`src/rtl/axin_drr_sched.sv`:
```
// Deficit-round-robin grant scheduler for NIN AXIN packet sources.
// Packet-locked one-hot grant with a signed, saturating byte deficit per port.
module axin_drr_sched #(
    parameter int NIN   = 4,
    parameter int DW    = 64,
    parameter int WBITS = $clog2(DW/8),
    parameter int QW    = 12,
    parameter int CW    = 16
) (
    input  logic                    i_clk,
    input  logic                    i_reset_n,
    input  logic [NIN-1:0]          i_req,
    input  logic [NIN*QW-1:0]       i_quantum,
    input  logic                    i_beat,
    input  logic [WBITS-1:0]        i_bytes,
    input  logic                    i_last,
    input  logic                    i_abort,
    output logic [NIN-1:0]          o_grant,
    output logic                    o_busy,
    output logic [$clog2(NIN)-1:0]  o_ptr
);

    localparam int PW = $clog2(NIN);
    localparam logic [CW-1:0] DEF_MIN = {1'b1, {(CW-1){1'b0}}};
    localparam logic [WBITS:0] FULL_BEAT = (WBITS+1)'(DW/8);

    generate
        if (CW < QW + 2) begin : g_cw_chk
            $error("axin_drr_sched: CW must be at least QW+2");
        end
        if (NIN < 2) begin : g_nin_chk
            $error("axin_drr_sched: NIN must be at least 2");
        end
    endgenerate

    typedef enum logic {
        SCAN = 1'b0,
        PKT  = 1'b1
    } state_t;

    state_t          r_state;
    state_t          w_state_nxt;
    logic [PW-1:0]   r_ptr;
    logic [PW-1:0]   w_ptr_nxt;
    logic [PW-1:0]   w_ptr_inc;
    logic            r_fresh;
    logic            w_fresh_nxt;
    logic [NIN-1:0]  r_grant;
    logic [NIN-1:0]  w_grant_nxt;
    logic [CW-1:0]   r_def [NIN];
    logic [CW-1:0]   w_def_nxt [NIN];

    logic [CW-1:0]   w_def_cur;
    logic [QW-1:0]   w_q_cur;
    logic [CW-1:0]   w_credit;
    logic [WBITS:0]  w_nbytes;
    logic [CW:0]     w_diff;
    logic [CW-1:0]   w_charge;
    logic            w_def_pos;
    logic            w_eop;

    assign w_def_cur = r_def[r_ptr];
    assign w_q_cur   = i_quantum[int'(r_ptr)*QW +: QW];
    assign w_ptr_inc = (r_ptr == PW'(NIN-1)) ? '0 : r_ptr + 1'b1;
    assign w_def_pos = !w_def_cur[CW-1] && (w_def_cur != '0);

    // Credit only lands on a non-positive deficit, so it cannot overflow.
    assign w_credit = w_def_cur + {{(CW-QW){1'b0}}, w_q_cur};

    assign w_nbytes = (i_bytes == '0) ? FULL_BEAT : {1'b0, i_bytes};
    assign w_diff   = {w_def_cur[CW-1], w_def_cur}
                    - {{(CW-WBITS){1'b0}}, w_nbytes};
    // Only negative overflow is possible: clamp instead of wrapping.
    assign w_charge = (w_diff[CW] != w_diff[CW-1]) ? DEF_MIN
                                                   : w_diff[CW-1:0];
    assign w_eop    = (i_beat && i_last) || i_abort;

    always_comb begin
        w_state_nxt = r_state;
        w_ptr_nxt   = r_ptr;
        w_fresh_nxt = r_fresh;
        w_grant_nxt = r_grant;
        for (int k = 0; k < NIN; k++) begin
            w_def_nxt[k] = r_def[k];
        end
        unique case (r_state)
            SCAN: begin
                if (!i_req[r_ptr]) begin
                    w_def_nxt[r_ptr] = '0;
                    w_ptr_nxt        = w_ptr_inc;
                    w_fresh_nxt      = 1'b1;
                end else if (r_fresh) begin
                    w_def_nxt[r_ptr] = w_credit;
                    w_fresh_nxt      = 1'b0;
                end else if (w_def_pos) begin
                    w_grant_nxt        = '0;
                    w_grant_nxt[r_ptr] = 1'b1;
                    w_state_nxt        = PKT;
                end else begin
                    w_ptr_nxt   = w_ptr_inc;
                    w_fresh_nxt = 1'b1;
                end
            end
            PKT: begin
                if (i_beat) begin
                    w_def_nxt[r_ptr] = w_charge;
                end
                if (w_eop) begin
                    w_grant_nxt = '0;
                    w_fresh_nxt = 1'b0;
                    w_state_nxt = SCAN;
                end
            end
        endcase
    end

    always_ff @(posedge i_clk or negedge i_reset_n) begin
        if (!i_reset_n) begin
            r_state <= SCAN;
            r_ptr   <= '0;
            r_fresh <= 1'b1;
            r_grant <= '0;
            for (int k = 0; k < NIN; k++) begin
                r_def[k] <= '0;
            end
        end else begin
            r_state <= w_state_nxt;
            r_ptr   <= w_ptr_nxt;
            r_fresh <= w_fresh_nxt;
            r_grant <= w_grant_nxt;
            for (int k = 0; k < NIN; k++) begin
                r_def[k] <= w_def_nxt[k];
            end
        end
    end

    assign o_grant = r_grant;
    assign o_busy  = (r_state == PKT);
    assign o_ptr   = r_ptr;

endmodule

```
`config.mk`:
```
export PLATFORM = sky130hd
export DESIGN_NAME = axin_drr_sched
export DESIGN_NICKNAME = d
export VERILOG_FILES = /design/src/rtl/axin_drr_sched.sv
export SDC_FILE = /design/constraint.sdc
export NUM_CORES = 1
export LEC_CHECK = 0
export CAP_MARGIN = 20
export CORE_MARGIN = 2
export CORE_UTILIZATION = 50
export DETAILED_ROUTE_END_ITERATION = 10
export DONT_BUFFER_PORTS = 1
export SLEW_MARGIN = 20
export SYNTH_ARGS = -nofsm -noshare
export SYNTH_HDL_FRONTEND = slang
export SYNTH_SLANG_ARGS = --single-unit
```
`constraint.sdc`:
```
create_clock -name i_clk -period 4.4 [get_ports i_clk]
set_input_delay 0.88 -clock i_clk [delete_from_list [all_inputs] [get_ports i_clk]]
set_output_delay 0.88 -clock i_clk [all_outputs]
set_load 0.1 [all_outputs]
```
# [Yosys cells after proc, flatten, opt, wreduce, memory -nomap -nowiden]
# Cells that the tools add are included.
[word_totals] in_bits=60 wordCells=78 ff_bits=72
[op_classes] n_addsub=3 bitwise_logic=4 reduce_logical=11 multipliers=1 n_eq_ne=10 order_cmp=4 shifts=1 n_mux=36
[op_table] cell="64-bit 2-to-1 mux" count=3
[op_table] cell="64-bit bitwise mux" count=2
[op_table] cell="64-bit one-hot mux with 2 select lines" count=1
[op_table] cell="64-bit bitwise AND" count=1
[op_table] cell="16-bit 2-to-1 mux" count=4
[op_table] cell="64-bit NOT" count=1
[op_table] cell="48-bit by 7-bit variable part select with 12-bit output" count=1
[op_table] cell="16-bit binary-select mux with 2-bit select" count=1
[op_table] cell="16-bit demux with 2-bit select" count=1
[op_table] cell="4-bit 2-to-1 mux" count=5
[op_table] cell="16-bit by 5-bit subtractor with 17-bit output" count=1
[op_table] cell="16-bit by 12-bit adder with 16-bit output" count=1
[op_table] cell="16-bit nonzero test" count=1
[op_table] cell="2-bit inequality test (second input constant)" count=6
[op_table] cell="1-bit 2-to-1 mux" count=10
[op_table] cell="2-bit 2-to-1 mux" count=4
[op_table] cell="4-bit one-hot mux with 2 select lines" count=1
[op_table] cell="1-bit logical AND" count=4
[op_table] cell="2-bit by 2-bit multiplier with 4-bit output (second input constant)" count=1
[op_table] cell="1-bit one-hot mux with 2 select lines" count=2
[op_table] cell="4-bit AND reduction" count=1
[op_table] cell="3-bit >= comparator (second input constant)" count=1
[op_table] cell="3-bit logical NOT" count=1
[op_table] cell="2-bit by 3-bit less-than comparator with 1-bit output (second input constant)" count=1
[op_table] cell="other kinds (15)" count=15

# [Longest topological paths before layout]
[logic_depth] word_depth=10 mapped_depth=19 ltp_nobuf=15

# [Worst setup path before layout]
# Ideal clock, no wire load.
[synth_path] path_type="register -> register" startpoint="register r_ptr[0], in the netlist o_ptr[0]" endpoint="register r_def[62] (netlist bit)" slack_ns=-0.204 setup_time_ns=0.125 stages_incl_launch_ff=19 t_arrival_ns=4.479 n_path_buf=5 synth_period_minus_slack_ns=4.604 path_cell_list="dfrtp_1 buf_6 buf_8 buf_4 mux4_2 inv_1 ha_1 inv_1 fa_1 a21o_1 a21oi_1 and2_1 clkbuf_2 a21oi_1 ha_1 nand2b_1 clkbuf_1 o2bb2ai_1 mux2_2"
[synth_via] elab_chain_cells=10 word_cells_on_any_way=27 cone_classes="add/sub (2); mul (1); order compare (2); eq/ne (2); shift (1); mux (14); bitwise (3); reduce/logical (2)"
[synth_lines] element="start: declaration" line_no="43" rtl="logic [PW-1:0] r_ptr;"
[synth_lines] element="start signal: assignment" line_no="128" rtl="r_ptr <= w_ptr_nxt;"
[synth_lines] element="parallel branches: the longest is 10 deep, another holds 16-bit by 12-bit adder with 16-bit output"
[synth_lines] element="end signal: indexed assignment" line_no="132" rtl="r_def[k] <= w_def_nxt[k];"
[synth_lines] element="end: declaration" line_no="50" rtl="logic [CW-1:0] r_def [NIN];"
# Several ways; the timed one is not identified. The select of a mux whose other input is x is not followed.
# A chain may end at the register's enable or synchronous reset.

# [Final worst setup path]
[layout_path] startpoint="register r_ptr[0], in the netlist o_ptr[0]" endpoint="register r_def[16] (netlist bit)"
# The elaborated chain is that of the path after synthesis.

==> summary.txt <==
Mapped Cells - 526
sequential area share after synthesis - 35.62%
unrepaired setup endpoints after global routing - false
GRT Resource Usage Total - 25.44%
slowest stage delay, CP - 0.62 ns
DR top layer - met4
fraction of layout cells with a size suffix above 1 - 12.82%
placed cells - 632
Final nets - 593
Yosys reg bits - 72
largest net degree at the start of global routing - 73
multi-input logic area - 0.003044 mm2
max cap viols - 0
CTS root buf - clkbuf_8
synth unique cells - 64
I/O pin cnt - 67
Setup Buffers After CTS - 0
Die H - 104.6 um
clock skew - 0.01473 ns
kind of end point of the critical path - register
vias in the first global route - 4002
Placer Congestion - 0.9247
drt first pass iters - 6
DR vias - 4161
Residual DRC - 0
Top FF cell, synth - dfrtp_1
GRT Residual Overflow - 0
R2R depth - 14
Avg Vias per Cell - 6.421
R2R Path Start - o_ptr[0]$_DFFE_PN0P_
Final Non-Filler Cells - 648
post-synth top area cell - dfrtp_1
top-area cell type share of the netlist area - 35.10%
most used cell, CP - a21oi_1
P&R area growth vs syn - 5.314%
Slew @ Worst Pin - 0.9667 ns
Final Slew Violations - 0
Filler cells - 929
Post-Route WL - 13350 um
Reg2Reg Setup Slack - 0.34 ns
Chip Width - 104.6 um
Crit Path Class - register to register
PortBufs - 0
initial antenna violation count - 0
Core Box Area - 0.009819 mm2
Syn Area/Cell - 9.624 um2
synth top area cells - dfrtp_1 35%, mux4_2 10%, ha_1 5.2%, nand2_1 4.9%, o21ai_0 4.6%
CP startpoint - o_ptr[0]$_DFFE_PN0P_
final setup fails - 0
crit path cell chain - mux4_2 > inv_1 > ha_1 > inv_1 > fa_1 > a21o_1 > a21oi_1 > and2_1 > a21oi_1 > ha_1 > nand2b_2 > nor2_1 > a21oi_1 > o21ai_0
Relative slew margins - 35.56%
outcome - finished clean
Synth Net Count - 609
clk_lat worst skew - 0.37 ns
Initial Util - 51.55%
routed len/inst - 20.61 um
clock tree sinks - 72
clock slew at reported path FFs - 0.09 ns
Critical Path RT - 4.63 ns
CTS tree - yes
fraction of registers with async set or reset after synthesis - 100.0%
metal3 WL - 1095 um
final antenna-violating net count - 0
critical path's slowest cell - dfrtp_2
Final Hold Viols - 0
hold crit path type - primary input to asynchronous set/reset pin
Ant. Diodes - 0
DR iter-0 viols - 345
number of synthesized flops with an enable pin - 0
H-tree depth - 3
max frequency - 0.2465 GHz
first-pass GRT wire length - 21670 um
CTS Buf Count - 9
Worst Path Arrival - 4.29 ns
crit path time final - 4.057 ns
Post-Syn Area - 0.005062 mm2
routed wl met2 - 5721 um
period utilisation layout - 92.21%
Yosys warning total - 0
Cell Rows - 36
reg-to-reg endpoint - r_def[16]$_DFFE_PN0P_
HPWL Detailed - 9748 um
Met1 Routed Length - 6292 um
Sum Neg Setup Slack - 0 ns
crit-path max FO - 12
Die Area - 0.01095 mm2
sequential cell area - 0.001807 mm2
crit path launch type - register
Max Root-Sink Buffers - 2
[sequential cells by signal (all words and copies together) (netlist names)]
register  flops
o_busy        1
r_def        64
o_ptr         2
o_grant       4
r_fresh       1
[cells in the mapped netlist (3+ instances only)]
cell,n
dfrtp_1,71
nand2_1,66
o21ai_0,47
nor2_1,43
a21oi_1,36
mux4_2,23
ha_1,21
clkbuf_1,20
inv_1,15
nand3_1,15
xor2_1,12
xnor2_1,11
a22oi_1,10
o221ai_1,10
a31oi_1,7
mux2i_1,7
a21o_1,6
and2_1,6
nand2b_1,6
o21a_1,6
a211oi_1,5
buf_2,5
mux4_1,5
nor3_1,5
and3_1,4
o211ai_1,4
or3_1,4
a221o_1,3
buf_4,3
mux2_2,3
nand4_1,3
nor2b_1,3
or2_2,3
[layout make-up]
class,count,share of cell area (%)
Tap cell,133,3.121
Clock buffer,10,2.394
Inverter,15,1.056
Clock inverter,6,1.596
Sequential cell,72,33.89
Multi-Input combinational cell,406,57.10
Timing Repair Buffer,6,0.8449
[metrics by stage]
step / utilization [%] / hold slack, ns / instance area [um2] / worst slack, ns
floorplan: - / 0.4416 / 5064 / 0.04766
global route: 54.29 / 0.1709 / 5331 / 0.1106
global placement: 52.10 / 0.4537 / 5116 / 0.3440
CTS: 54.27 / 0.1803 / 5329 / 0.2602
finish: 54.29 / 0.1894 / 5331 / 0.3426
detailed placement: 52.10 / 0.4638 / 5116 / 0.2529
[worst max-delay path, delay by kind of cell, from the launching register on]
family / cells / cell delay (ns)
buffers and inverters: 2 / 0.14
AOI/OAI and AO/OA: 5 / 0.90
adders and majority gates: 3 / 0.98
muxes: 1 / 0.59
DFF: 1 / 0.62
and+or+nand+nor: 3 / 0.69
[layer usage]
metal	vias to the layer above	global-route usage [%]
li1	1914	-
met5	-	0
met1	2034	36.69
met4	0	8.286
met2	190	37.07
met3	23	7.174
[timing repair]
action,4_1_cts,5_1_grt
resized for setup,0,1
setup endpoints to repair,0,3
hold buffers,0,0
[cell usage in the layout (no fill, tap or decap), types with 6 or more instances in the layout]
master	count
xnor2_1	11
o21ai_0	47
o221ai_1	10
and2_1	6
a22oi_1	10
buf_4	6
dfrtp_1	68
clkbuf_8	9
mux4_2	23
nand3_1	15
o21a_1	6
nand2_1	66
a31oi_1	7
inv_1	15
a21o_1	6
xor2_1	12
ha_1	21
a21oi_1	36
nor2_1	43
mux2i_1	7
[how the worst max path moves through the flow]
stage / endpoint / cells after the start
2_1_floorplan: r_def[62]$_DFFE_PN0P_ / 17
3_3_place_gp: r_def[16]$_DFFE_PN0P_ / 14
3_5_place_dp: r_def[16]$_DFFE_PN0P_ / 14
4_1_cts: r_def[16]$_DFFE_PN0P_ / 14
5_1_grt: r_def[48]$_DFFE_PN0P_ / 14
6_report: r_def[16]$_DFFE_PN0P_ / 14
[cell families after synthesis]
family / Yosys count / share of synthesized area [%]
XOR/XNOR: 23 / 3.979
AO/OA/AOI/OAI: 152 / 19.03
adder cells (fa/ha/maj): 23 / 5.981
AND/OR/NAND/NOR: 169 / 15.99
multiplexers: 39 / 15.10
flip-flops: 72 / 35.62
buffers and inverters: 48 / 4.300
Power is not shown: default switching activity piles up to over one toggle a cycle in this logic, so the estimate is an artifact.
